$ cat src/rtl/mdu_pkg.sv
// mdu_pkg: op codes, HI/LO selects and default latencies shared by the MDU and its issue controller.
// Rev 1.0
`default_nettype none

package mdu_pkg;

  localparam logic [3:0] OP_NONE  = 4'b0000;
  localparam logic [3:0] OP_MULT  = 4'b0001;
  localparam logic [3:0] OP_MULTU = 4'b0010;
  localparam logic [3:0] OP_DIV   = 4'b0011;
  localparam logic [3:0] OP_DIVU  = 4'b0100;
  localparam logic [3:0] OP_MTHI  = 4'b0101;
  localparam logic [3:0] OP_MTLO  = 4'b0110;
  localparam logic [3:0] OP_SWAP  = 4'b1000;

  localparam logic [1:0] RD_NONE = 2'b00;
  localparam logic [1:0] RD_LO   = 2'b01;
  localparam logic [1:0] RD_HI   = 2'b10;

  localparam int MULT_TIME_DEF = 5;
  localparam int DIV_TIME_DEF  = 10;

  typedef enum logic [0:0] {
    ST_IDLE = 1'b0,
    ST_RUN  = 1'b1
  } mdu_state_e;

  function automatic logic is_arith_op(input logic [3:0] op);
    return (op == OP_MULT) || (op == OP_MULTU) || (op == OP_DIV) || (op == OP_DIVU);
  endfunction

  function automatic logic is_move_op(input logic [3:0] op);
    return (op == OP_MTHI) || (op == OP_MTLO) || (op == OP_SWAP);
  endfunction

endpackage

`default_nettype wire

$ cat src/rtl/mdu_issue_ctrl_sat_counter.sv
// sat_counter: increment-enabled counter that sticks at all-ones instead of wrapping.
// Rev 1.0
`default_nettype none

module sat_counter #(
  parameter int W = 16
) (
  input  logic         clk,
  input  logic         reset,
  input  logic         i_inc,
  output logic [W-1:0] o_count
);

  logic [W-1:0] r_count;

  always_ff @(posedge clk) begin
    if (reset) begin
      r_count <= '0;
    end else if (i_inc && (r_count != {W{1'b1}})) begin
      r_count <= r_count + 1'b1;
    end
  end

  assign o_count = r_count;

endmodule

`default_nettype wire

$ cat src/rtl/mdu_issue_ctrl.sv
// mdu_issue_ctrl: E-stage MDU issue decode, shadow busy tracking, D-stage stall and busy cross-check.
// Rev 1.0
`default_nettype none

module mdu_issue_ctrl
  import mdu_pkg::*;
#(
  parameter int MULT_TIME = MULT_TIME_DEF,
  parameter int DIV_TIME  = DIV_TIME_DEF,
  parameter int CNT_W     = 16
) (
  input  logic             clk,
  input  logic             reset,
  input  logic             d_mdu_class,
  input  logic             e_valid,
  input  logic [3:0]       e_mdu_op,
  input  logic [1:0]       e_read_hilo,
  input  logic             mdu_busy,
  output logic             mdu_start,
  output logic [3:0]       mdu_op,
  output logic [3:0]       mdu_time,
  output logic [1:0]       mdu_read_hilo,
  output logic             stall_d,
  output logic             busy_mismatch,
  output logic [CNT_W-1:0] stat_stalls,
  output logic [CNT_W-1:0] stat_issues
);

  logic [3:0] r_cnt;
  mdu_state_e r_state;
  mdu_state_e w_state_nxt;
  logic       r_mismatch;
  logic       w_move;
  logic       w_model_busy;

  // Bubbles and the reset cycle present OP_NONE so HI/LO can never move spuriously.
  always_comb begin
    w_move        = e_valid && is_move_op(e_mdu_op);
    mdu_start     = e_valid && is_arith_op(e_mdu_op) && !reset;
    mdu_op        = (e_valid && !reset) ? e_mdu_op : OP_NONE;
    mdu_read_hilo = (e_valid && !reset) ? e_read_hilo : RD_NONE;
    mdu_time      = 4'd0;
    case (mdu_op)
      OP_MULT, OP_MULTU: mdu_time = 4'(MULT_TIME);
      OP_DIV, OP_DIVU:   mdu_time = 4'(DIV_TIME);
      default:           mdu_time = 4'd0;
    endcase
    w_model_busy = mdu_start || (r_cnt != 4'd0);
    stall_d      = !reset && d_mdu_class && (w_model_busy || mdu_busy);
  end

  // A new start always wins over the countdown, even if one is still in flight.
  always_ff @(posedge clk) begin
    if (reset) begin
      r_cnt <= 4'd0;
    end else if (mdu_start) begin
      r_cnt <= mdu_time;
    end else if (w_move) begin
      r_cnt <= 4'd0;
    end else if (r_cnt != 4'd0) begin
      r_cnt <= r_cnt - 4'd1;
    end
  end

  always_ff @(posedge clk) begin
    if (reset) begin
      r_state <= ST_IDLE;
    end else begin
      r_state <= w_state_nxt;
    end
  end

  always_comb begin
    w_state_nxt = r_state;
    case (r_state)
      ST_IDLE: if (mdu_start) w_state_nxt = ST_RUN;
      ST_RUN: begin
        if (mdu_start) begin
          w_state_nxt = ST_RUN;
        end else if (w_move || (r_cnt <= 4'd1)) begin
          w_state_nxt = ST_IDLE;
        end
      end
      default: w_state_nxt = ST_IDLE;
    endcase
  end

  always_ff @(posedge clk) begin
    if (reset) begin
      r_mismatch <= 1'b0;
    end else if (w_model_busy != mdu_busy) begin
      r_mismatch <= 1'b1;
    end
  end

  assign busy_mismatch = r_mismatch;

  sat_counter #(.W(CNT_W)) u_stat_stalls (
    .clk     (clk),
    .reset   (reset),
    .i_inc   (stall_d),
    .o_count (stat_stalls)
  );

  sat_counter #(.W(CNT_W)) u_stat_issues (
    .clk     (clk),
    .reset   (reset),
    .i_inc   (mdu_start),
    .o_count (stat_issues)
  );

endmodule

`default_nettype wire

$ cat config.mk
export PLATFORM = sky130hd
export DESIGN_NAME = mdu_issue_ctrl
export DESIGN_NICKNAME = d
export VERILOG_FILES = /design/src/rtl/mdu_pkg.sv /design/src/rtl/mdu_issue_ctrl_sat_counter.sv /design/src/rtl/mdu_issue_ctrl.sv
export SDC_FILE = /design/constraint.sdc
export NUM_CORES = 1
export LEC_CHECK = 0
export ABC_AREA = 1
export CORE_MARGIN = 2
export CORE_UTILIZATION = 50
export CTS_CLUSTER_DIAMETER = 100
export DETAILED_ROUTE_END_ITERATION = 8
export PLACE_DENSITY = 0.78
export SYNTH_ARGS = -nofsm -noshare
export SYNTH_HDL_FRONTEND = slang
export SYNTH_SLANG_ARGS = --single-unit
$ cat constraint.sdc
create_clock -name clk -period 2.3 [get_ports clk]
set_input_delay 0.46 -clock clk [delete_from_list [all_inputs] [get_ports clk]]
set_output_delay 0.46 -clock clk [all_outputs]
set_load 0.02 [all_outputs]
# After elaboration in Yosys (flattened, before gate mapping)
# Cells that the tools add are included.
# op_classes
n_addsub	3
multipliers	0
div_mod_pow	0
order_cmp	0
n_eq_ne	14
n_shift	0
mux	6
n_bitwise	0
reduce_logical	20
# ops
operator	n
adder 16 x 1 -> 16 bit, second input constant	2
!= test 16 bit, second input constant	2
== test 4 x 2 -> 1 bit, second input constant	4
== test 4 x 3 -> 1 bit, second input constant	4
two-way mux 4 bit	4
== test 4 x 1 -> 1 bit, second input constant	2
logical AND 1 bit	8
case mux 4 bit (2 select lines)	1
logical OR 1 bit	7
== test 4 bit, second input constant	1
nonzero test 4 bit	1
OR reduction 2 bit	2
subtractor 4 x 1 -> 4 bit, second input constant	1
nonzero test 3 bit	1
two-way mux 2 bit	1
zero test 1 bit	1
!= test 1 bit	1
# totals
regBits	37
latchBits	0
ramBits	0
romBits	0
input_bits	11
out_inout_bits	45
memories	0

# Logic depth before layout (Yosys ltp)
# logic_depth
depth_word	10
depth_mapped	11

# By module
# Synthesis repeated with hierarchy kept, for this count alone.
# hier_totals
cells_unflattened	381
area_unflattened_um2	2359.8
# by_module_without_submodules
module	instances	cells_each	area_each_um2
sat_counter	2	149	929.6
mdu_issue_ctrl	1	83	500.5

# Worst setup path before layout
# No wires, ideal clock.
# synth_timing
path_type	input port to flip-flop
startpoint	input e_mdu_op[2]
endpoint	register u_stat_stalls.r_count[13] (netlist: u_stat_stalls.o_count[13])
setup_ns	0.069
arrival_ns	2.215
required_time_ns	2.231
slack_ns	0.017
path_stages	10
path_buffers	1
path_cell_list	nor2_1 -> nand2_1 -> a21oi_1 -> nor2_1 -> ha_1 -> nor2_4 -> o21a_4 -> buf_6 -> nand2_1 -> a21oi_2
# synth_between
elab_chain_cells	10
# synth_rtl
item	line	rtl
start, declared	mdu_issue_ctrl.sv:16	input logic [3:0] e_mdu_op,
== test 4 x 1 -> 1 bit or == test 4 x 2 -> 1 bit (tied branches)	mdu_pkg.sv:29	return (op == OP_MULT) || (op == OP_MULTU) || (op == OP_DIV) || (op == OP_DIVU);
logical OR 1 bit (2 in series)	mdu_pkg.sv:29	
logical OR 1 bit *	mdu_pkg.sv:29	
logical AND 1 bit * (2 in series)	mdu_issue_ctrl.sv:39	mdu_start = e_valid && is_arith_op(e_mdu_op) && !reset;
via mdu_start	mdu_issue_ctrl.sv:19	output logic mdu_start,
logical OR 1 bit *	mdu_issue_ctrl.sv:48	w_model_busy = mdu_start || (r_cnt != 4'd0);
logical OR 1 bit *	mdu_issue_ctrl.sv:49	stall_d = !reset && d_mdu_class && (w_model_busy || mdu_busy);
logical AND 1 bit *	mdu_issue_ctrl.sv:49	
via stall_d	mdu_issue_ctrl.sv:23	output logic stall_d,
logical AND 1 bit *	mdu_issue_ctrl_sat_counter.sv:19	end else if (i_inc && (r_count != {W{1'b1}})) begin
end signal, assigned	mdu_issue_ctrl_sat_counter.sv:20	r_count <= r_count + 1'b1;
end, declared	mdu_issue_ctrl_sat_counter.sv:14	logic [W-1:0] r_count;
# The timed path passes the listed nets; every way through them passes the cells marked *.
# A chain may end at the register's enable or synchronous reset.

# Worst setup path in the final report
# layout_timing
startpoint	input reset
endpoint	output mdu_time[0]
# layout_between
elab_chain_cells	6
# layout_rtl
item	line	rtl
start, declared	mdu_issue_ctrl.sv:13	input logic reset,
zero test 1 bit *	mdu_issue_ctrl.sv:40	mdu_op = (e_valid && !reset) ? e_mdu_op : OP_NONE;
logical AND 1 bit *	mdu_issue_ctrl.sv:40	
two-way mux 4 bit *	mdu_issue_ctrl.sv:40	
== test 4 x 2 -> 1 bit, or another cell as far along	mdu_issue_ctrl.sv:43	case (mdu_op)
OR reduction 2 bit	mdu_issue_ctrl.sv:43	
case mux 4 bit (2 select lines) *	mdu_issue_ctrl.sv:43	
end, declared	mdu_issue_ctrl.sv:21	output logic [3:0] mdu_time,
# Mark *: on every way between the ends. The rest lies on a longest branch, timed or not.

==> impl_results.md <==
* P&R area growth vs syn at 34.0%
* HP Class: flop to flop
* Min Tclk post-route at around 2.3 ns
* Number of register bits inferred by synthesis at 37
* Cts bufs inserted at 5
* Post-synthesis cell type with the largest combined area: sky130_fd_sc_hd__dfxtp_1
* Proportion of synthesized chip area in sequential cells at around a third
* End of the worst hold path: busy_mismatch
* Leading cell type in the layout, fill and taps excluded: sky130_fd_sc_hd__nand2_1
* Cell Count Post-Placement at 481
* Syn Inst Count at 363
* Most frequent cells in the layout: 110 x sky130_fd_sc_hd__nand2_1, 56 x sky130_fd_sc_hd__nor2_1, 39 x sky130_fd_sc_hd__clkdlybuf4s50_1
* Power per unit of standard cell area at just under 600 mW/mm²
* Number of pins with negative max-slew slack in the final report at 0
* Number of routed nets with antenna violations at 0
* Cell at the root of the clock tree: sky130_fd_sc_hd__clkbuf_8
* Detailed-route wire length per cell at 11.6 µm
* Number of remaining DRC errors at 0
* Hold Path Stages at 2
* I/O pin count at 56
* Setup repair after global routing missed its margin: yes
* Static Leakage at approximately 1.3 nW
* Global-route wire length before repair at a little under 10,000 µm
* Placement Rows at 25
* Total half-perimeter wirelength after legalization and detailed placement at roughly 4200 µm
* H-tree lvl count at 2
* Critical register-to-register path endpoint: u_stat_stalls.o_count[3]
* Hold Buf Count CTS at 0
* Standard cell core area at about 0.0046 mm²
* Width of the die at 72.8 µm
* R2R Setup Slk at 0.37 ns
* Post-synthesis instance area at ~0.0024 mm²
* Maximum clock frequency at approximately 440 MHz
* Floorplan die area at 0.00529 mm²
* Logic depth of the worst register-to-register path at 10
* Worst skew pair latency at about 0.29 ns
* Final Skew at ~0.011 ns
* CTS tree: built
* Vias in the first global route at 2,308
* Required @ worst endpoint at 1.84 ns
* Overall global routing resource usage at a little under a quarter
* Max IR drop VDD at 501 µV
* Port bufs at 55
* Detailed Route WL at 5670 µm
* Crit path arrival time at 1.82 ns
* Filler instances at 432
* Reg2reg start: r_cnt[0]
* Count of maximum capacitance violations at 0
* Area share of the largest cell type after synthesis at roughly a third
* Antenna diode count at 0
* Path type of the worst setup path: input port to output pin
* GRT Residual Overflow at 0
* Final worst-path setup slack at about 0.018 ns
* Layout net count at 450
* Outcome: finished clean
* Gpl congestion at 0.853
* Worst-path maximum fanout at 7
* Largest cells by area after synthesis: sky130_fd_sc_hd__dfxtp_1 31%, sky130_fd_sc_hd__nand2_1 18%, sky130_fd_sc_hd__nor2_1 9.1%, sky130_fd_sc_hd__nand3_1 5.5%, sky130_fd_sc_hd__inv_1 5.1%
* DR pass1 iterations at 4
* Maximum number of pins on one net before global-route repair at 24
* Number of clock sinks seen by CTS at 37
* Average instance area after synthesis at 6.51 µm²
* Clk buf depth at 2
* Worst Setup Start Kind: input port
* Crit share post-route at between 90% and 100%
* PnR Total Power at 1.88 mW
* Max_slew headroom at a little under three quarters
* Starting density of the core at 51.1%
* Drt first-iter violations at 112
* Clk slew on worst S/H paths at 0.07 ns
* Final Hold Viols at 0
* Count of warnings emitted by yosys at 0
* Chip height at 72.8 µm
* Crit path capture type: output pin
* Setup-violating endpoint count in the final report at 0
* Distinct cell type count after synthesis at 27
* Worst Setup Slack post-DPL at -0.610 ns
* Total vias in the final route at roughly 2,500
* Post-synthesis net count at 379
* Share of final-layout standard cells stronger than drive strength 1 at between 10% and 20%
* Least-Margin Pin Slew at 0.419 ns
* Antenna violations before repair at 0
* HP Start: busy_mismatch
* Vias per Instance at 5.07
* Final cell count without fillers at 489
## final cells by class
| class | instances | area (µm²) | share of cell area, % |
|---|---|---|---|
| multi-input cells | 281 | 1430 | 45.1 |
| flip-flops and latches | 37 | 741 | 23.4 |
| repair buffers | 73 | 676 | 21.3 |
| inverters | 36 | 135 | 4.27 |
| clock buffers | 6 | 82.6 | 2.61 |
| well taps | 54 | 67.6 | 2.13 |
| clock inverters | 2 | 37.5 | 1.19 |
## cells by family after synthesis
| kind of cell | count (synthesis) | share of synthesized area (%) |
|---|---|---|
| xor+xnor | 13 | 4.82 |
| fa+ha+maj | 5 | 2.65 |
| buf+inv | 45 | 8.73 |
| compound gates | 35 | 9.69 |
| simple gates | 228 | 42.8 |
| flops | 37 | 31.3 |
## cell usage after synthesis
library cell,number
sky130_fd_sc_hd__nand4_1,10
sky130_fd_sc_hd__inv_1,32
sky130_fd_sc_hd__buf_4,2
sky130_fd_sc_hd__buf_1,1
sky130_fd_sc_hd__nand3_1,26
sky130_fd_sc_hd__nand2_4,3
sky130_fd_sc_hd__o21ai_4,1
sky130_fd_sc_hd__o21ai_1,1
sky130_fd_sc_hd__a21oi_2,8
sky130_fd_sc_hd__a21oi_1,19
sky130_fd_sc_hd__xnor2_1,4
sky130_fd_sc_hd__nor2_1,57
sky130_fd_sc_hd__xor2_1,9
sky130_fd_sc_hd__buf_6,4
sky130_fd_sc_hd__nand2_2,9
sky130_fd_sc_hd__nor3b_1,1
sky130_fd_sc_hd__clkbuf_1,2
sky130_fd_sc_hd__nor3_1,3
sky130_fd_sc_hd__o31ai_1,1
sky130_fd_sc_hd__ha_1,5
sky130_fd_sc_hd__o21a_4,1
sky130_fd_sc_hd__inv_2,4
sky130_fd_sc_hd__o21ai_0,4
sky130_fd_sc_hd__nor2_4,5
sky130_fd_sc_hd__nor2_2,3
sky130_fd_sc_hd__nand2_1,111
sky130_fd_sc_hd__dfxtp_1,37
## report_power, final
part / internal [mW] / switching (mW) / total (mW)
Sequential: 0.690 / 0.0248 / 0.715
Clock: 0.353 / 0.245 / 0.598
Combinational: 0.237 / 0.331 / 0.568
Total: 1.28 / 0.601 / 1.88
## worst max-delay path by stage
stage	from	endpoint	slack [ns]	depth (start not counted)
floorplan	e_mdu_op[2]	u_stat_stalls.o_count[13]	0.02	10
global placement	e_mdu_op[2]	stall_d	-0.58	9
detailed placement	e_mdu_op[2]	stall_d	-0.61	9
CTS	e_mdu_op[3]	stall_d	-0.03	8
global route	reset	mdu_time[0]	-0.04	8
finish	reset	mdu_time[0]	0.02	8
## per-layer routing
metal  wire [µm]  up-vias  GRT usage [%]
met5           0        -              0
met4          77        0           7.61
met3         294       10           3.87
met2        2820       64           40.6
met1        2480     1121           27.5
li1            -     1284              -
## state kept, by name (all words and copies together) (netlist names)
register	count
r_cnt	4
busy_mismatch	1
u_stat_issues.o_count	16
u_stat_stalls.o_count	16
## timing repair
| action | in CTS | in global routing |
|---|---|---|
| buffers inserted | 0 | 0 |
| pin swaps | 1 | 3 |
| resized for setup | 22 | 3 |
| setup endpoints to repair | 12 | 6 |
## stage by stage
| stage | instance area [µm²] | hold slack, ns | util, % | TNS [ns] |
|---|---|---|---|---|
| after detailed placement | 3050 | 0.467 | 65.8 | -5.18 |
| final | 3170 | 0.480 | 68.4 | 0 |
| after CTS | 3160 | 0.488 | 68.2 | -0.0276 |
| after global placement | 3050 | 0.465 | 65.8 | -4.20 |
| after global routing | 3170 | 0.521 | 68.4 | -0.0773 |
| after floorplan | 2360 | 0.522 | - | 0 |
## critical path: stages
cell                              delay, ns
sky130_fd_sc_hd__clkdlybuf4s50_1       0.47
sky130_fd_sc_hd__inv_2                 0.11
sky130_fd_sc_hd__nand2_4               0.05
sky130_fd_sc_hd__buf_4                 0.15
sky130_fd_sc_hd__inv_2                 0.06
sky130_fd_sc_hd__nand4_1               0.10
sky130_fd_sc_hd__inv_1                 0.08
sky130_fd_sc_hd__dlygate4sd2_1         0.33
Power figures use the tool's default switching activity.
==> edit: new RTL, same settings <==
Make the reset (`reset`) asynchronous in 4 clocked blocks.
--- a/src/rtl/mdu_issue_ctrl_sat_counter.sv
+++ b/src/rtl/mdu_issue_ctrl_sat_counter.sv
@@ -14,5 +14,5 @@
   logic [W-1:0] r_count;
 
-  always_ff @(posedge clk) begin
+  always_ff @(posedge clk or posedge reset) begin
     if (reset) begin
       r_count <= '0;
--- a/src/rtl/mdu_issue_ctrl.sv
+++ b/src/rtl/mdu_issue_ctrl.sv
@@ -51,5 +51,5 @@
 
   // A new start always wins over the countdown, even if one is still in flight.
-  always_ff @(posedge clk) begin
+  always_ff @(posedge clk or posedge reset) begin
     if (reset) begin
       r_cnt <= 4'd0;
@@ -63,5 +63,5 @@
   end
 
-  always_ff @(posedge clk) begin
+  always_ff @(posedge clk or posedge reset) begin
     if (reset) begin
       r_state <= ST_IDLE;
@@ -86,5 +86,5 @@
   end
 
-  always_ff @(posedge clk) begin
+  always_ff @(posedge clk or posedge reset) begin
     if (reset) begin
       r_mismatch <= 1'b0;
Function: differs if reset is asserted again (counterexample within 4 cycles, from zero or initial values and one cycle with reset high); with reset held inactive, the same outputs for 10 cycles.
==> edit against the original RTL <==
Total power increased by 24%; combinational power increased by 62%; sequential cell count unchanged; worst setup slack improved by 0.014 ns; routed wire length down 7.8%; area after synthesis increased by 0.90%; maximum frequency rose by 0.63%; design area is 0.40% lower; largest cell class unchanged; highest routed layer unchanged.
==> edit: results (changes against the original RTL) <==
[finish]
post_route_cells_drive_above_1_share_pct=11.5  ; -3.4 points
layout.filler_cells=398  ; -7.9%
stdcell_count=454  ; -7.2%
antenna_cells_inserted=0  ; unchanged
nNetsFinal=416  ; -7.6%

[synthesis]
synth.area.mux_share_pct=0  ; unchanged
synth_top_cells_by_area=sky130_fd_sc_hd__dfrtp_1 39%, sky130_fd_sc_hd__nand2_1 20%, sky130_fd_sc_hd__xnor2_1 5.9%
synthesized_nets=344  ; -9.2%
sequential_element_share_of_the_synthesized_area_pct=38.8  ; +7.5 points
synth_common_cells=124 x sky130_fd_sc_hd__nand2_1, 37 x sky130_fd_sc_hd__dfrtp_1, 33 x sky130_fd_sc_hd__inv_1
synth.distinct_cells=27  ; unchanged
ys.warnings.count=0  ; unchanged
post_synthesis_xor_xnor_area_fraction_pct=8.81  ; +4.0 points
synth-compound-area-share_pct=3.83  ; -5.9 points
syn_inst=328  ; -9.6%
fraction_of_synthesis_flops_using_an_asynchronous_set_or_reset_pin_pct=100  ; +100 points
post_synth_fa_ha_maj_area_fraction_pct=2.62  ; -0.024 points

[route]
firstDrtPassIters=4  ; unchanged
wl_per_cell_um=11.5  ; -0.69%
drt_first_iter_violations=165  ; +47%
route.detailed.vias_per_inst=5.07  ; about the same

[cts]
cts_root_buf=sky130_fd_sc_hd__clkbuf_8
clock_tree.htree_level_count=2  ; unchanged
clkTransAtPathRegs_ns=0.07  ; about the same
insertion_delay_to_the_later_sink_of_the_worst_skew_pair_ns=0.29  ; about the same
cts_inserted_buffers=5  ; unchanged
cts_max_path_buffers=2  ; unchanged

[min_path]
hold_class=flop to flop

[grt]
grt_start_max_net_pins=38  ; +58%
overall_fraction_of_global_route_tracks_in_use_pct=21.4  ; -1.4 points
grt_first_pass_wirelength_um=8970  ; -8.0%
grt_pass1_vias=2110  ; -8.6%
antenna_violations_before_repair=0  ; unchanged

[sta]
slew_viol_final=0  ; unchanged
timing.max_slew.rel_slack_pct=68.2  ; -3.8 points
final.setup_skew_ns=0.00554  ; -0.00586 ns

[setup_path]
worst_ep_arrival_time_ns=1.81
crit_fanout=2  ; -5

[run_status]
run_status=complete, no violations

[placed_design]
placedInstanceArea_mm2=0.00307  ; +0.82%
place.port_buffers=55  ; unchanged
place_hpwl_um=3930  ; -5.4%
gp_congestion=0.821  ; -3.7%

[pwr]
leakage_component_of_the_power_uw=0.00158  ; +19%
net-switching-power_uw=881  ; +47%
vdd_ir_drop_max_uv=484  ; -3.4%

edit: path summary, 6_finish.rpt:
check	start	end	slack [ns]	cells after the start
max	e_valid	mdu_time[0]	0.03	7
min	busy_mismatch	busy_mismatch	0.49	1
max reg2reg	r_cnt[0]	u_stat_stalls.o_count[7]	0.44	13
min reg2reg	busy_mismatch	busy_mismatch	0.49	1
max in group asynchronous	reset	u_stat_issues.o_count[3]	1.40	4
min in group asynchronous	reset	u_stat_stalls.o_count[4]	0.56	4
edit: cells by family (layout without fill, tap and decap cells):
family,count (synthesis),count (layout)
and+or+nand+nor,198,198
buffers and inverters,47,119
DFF,37,37
xor gates and xnor gates,24,24
AOI/OAI and AO/OA,17,17
adders and majority gates,5,5
edit: layer usage:
layer | share of wire (%) | GRT usage [%] | up-vias
met2 | 50 | 35.1 | 67
met3 | 4.6 | 4.14 | 11
met4 | 1.9 | 9.67 | 0
li1 | - | - | 1154
met5 | 0 | 0 | -
met1 | 44 | 27.2 | 1069
edit: layout make-up:
cell class | instances | area [µm²] | area share, %
sequential | 37 | 926 | 29.4
clock buffer | 7 | 86.3 | 2.74
tap | 54 | 67.6 | 2.14
multi-input combinational | 244 | 1250 | 39.6
timing repair buffer | 71 | 661 | 20.9
inverter | 41 | 164 | 5.20
edit: power by group through the flow:
stage | registers, µW | clock network, µW | logic (µW)
final | 946 | 464 | 918
after global routing | 975 | 499 | 1040
after CTS | 946 | 476 | 925
after detailed placement | 957 | 0 | 926
after global placement | 954 | 0 | 901
after floorplan | 1050 | 0 | 471
edit: timing repair:
| action | 4_1_cts | 5_1_grt |
|---|---|---|
| setup endpoints to repair | 12 | 5 |
| gates resized for setup | 19 | 5 |
| hold buffers | 0 | 0 |
| pin swaps | 0 | 2 |
| setup buffers | 0 | 1 |
edit: worst max-delay path, stage by stage:
cell	delay [ns]
sky130_fd_sc_hd__clkdlybuf4s50_1	0.51
sky130_fd_sc_hd__nand2_2	0.09
sky130_fd_sc_hd__nor2_4	0.11
sky130_fd_sc_hd__buf_4	0.12
sky130_fd_sc_hd__nand4_1	0.09
sky130_fd_sc_hd__inv_1	0.08
sky130_fd_sc_hd__dlygate4sd2_1	0.33
edit: metrics by stage:
stage          worst slack (ns)  utilization (%)
2_1_floorplan            0.0739                -
3_3_place_gp             -0.431             65.9
3_5_place_dp             -0.458             65.9
4_1_cts                -0.00667             67.4
5_1_grt                 -0.0363             67.7
6_report                 0.0319             67.7
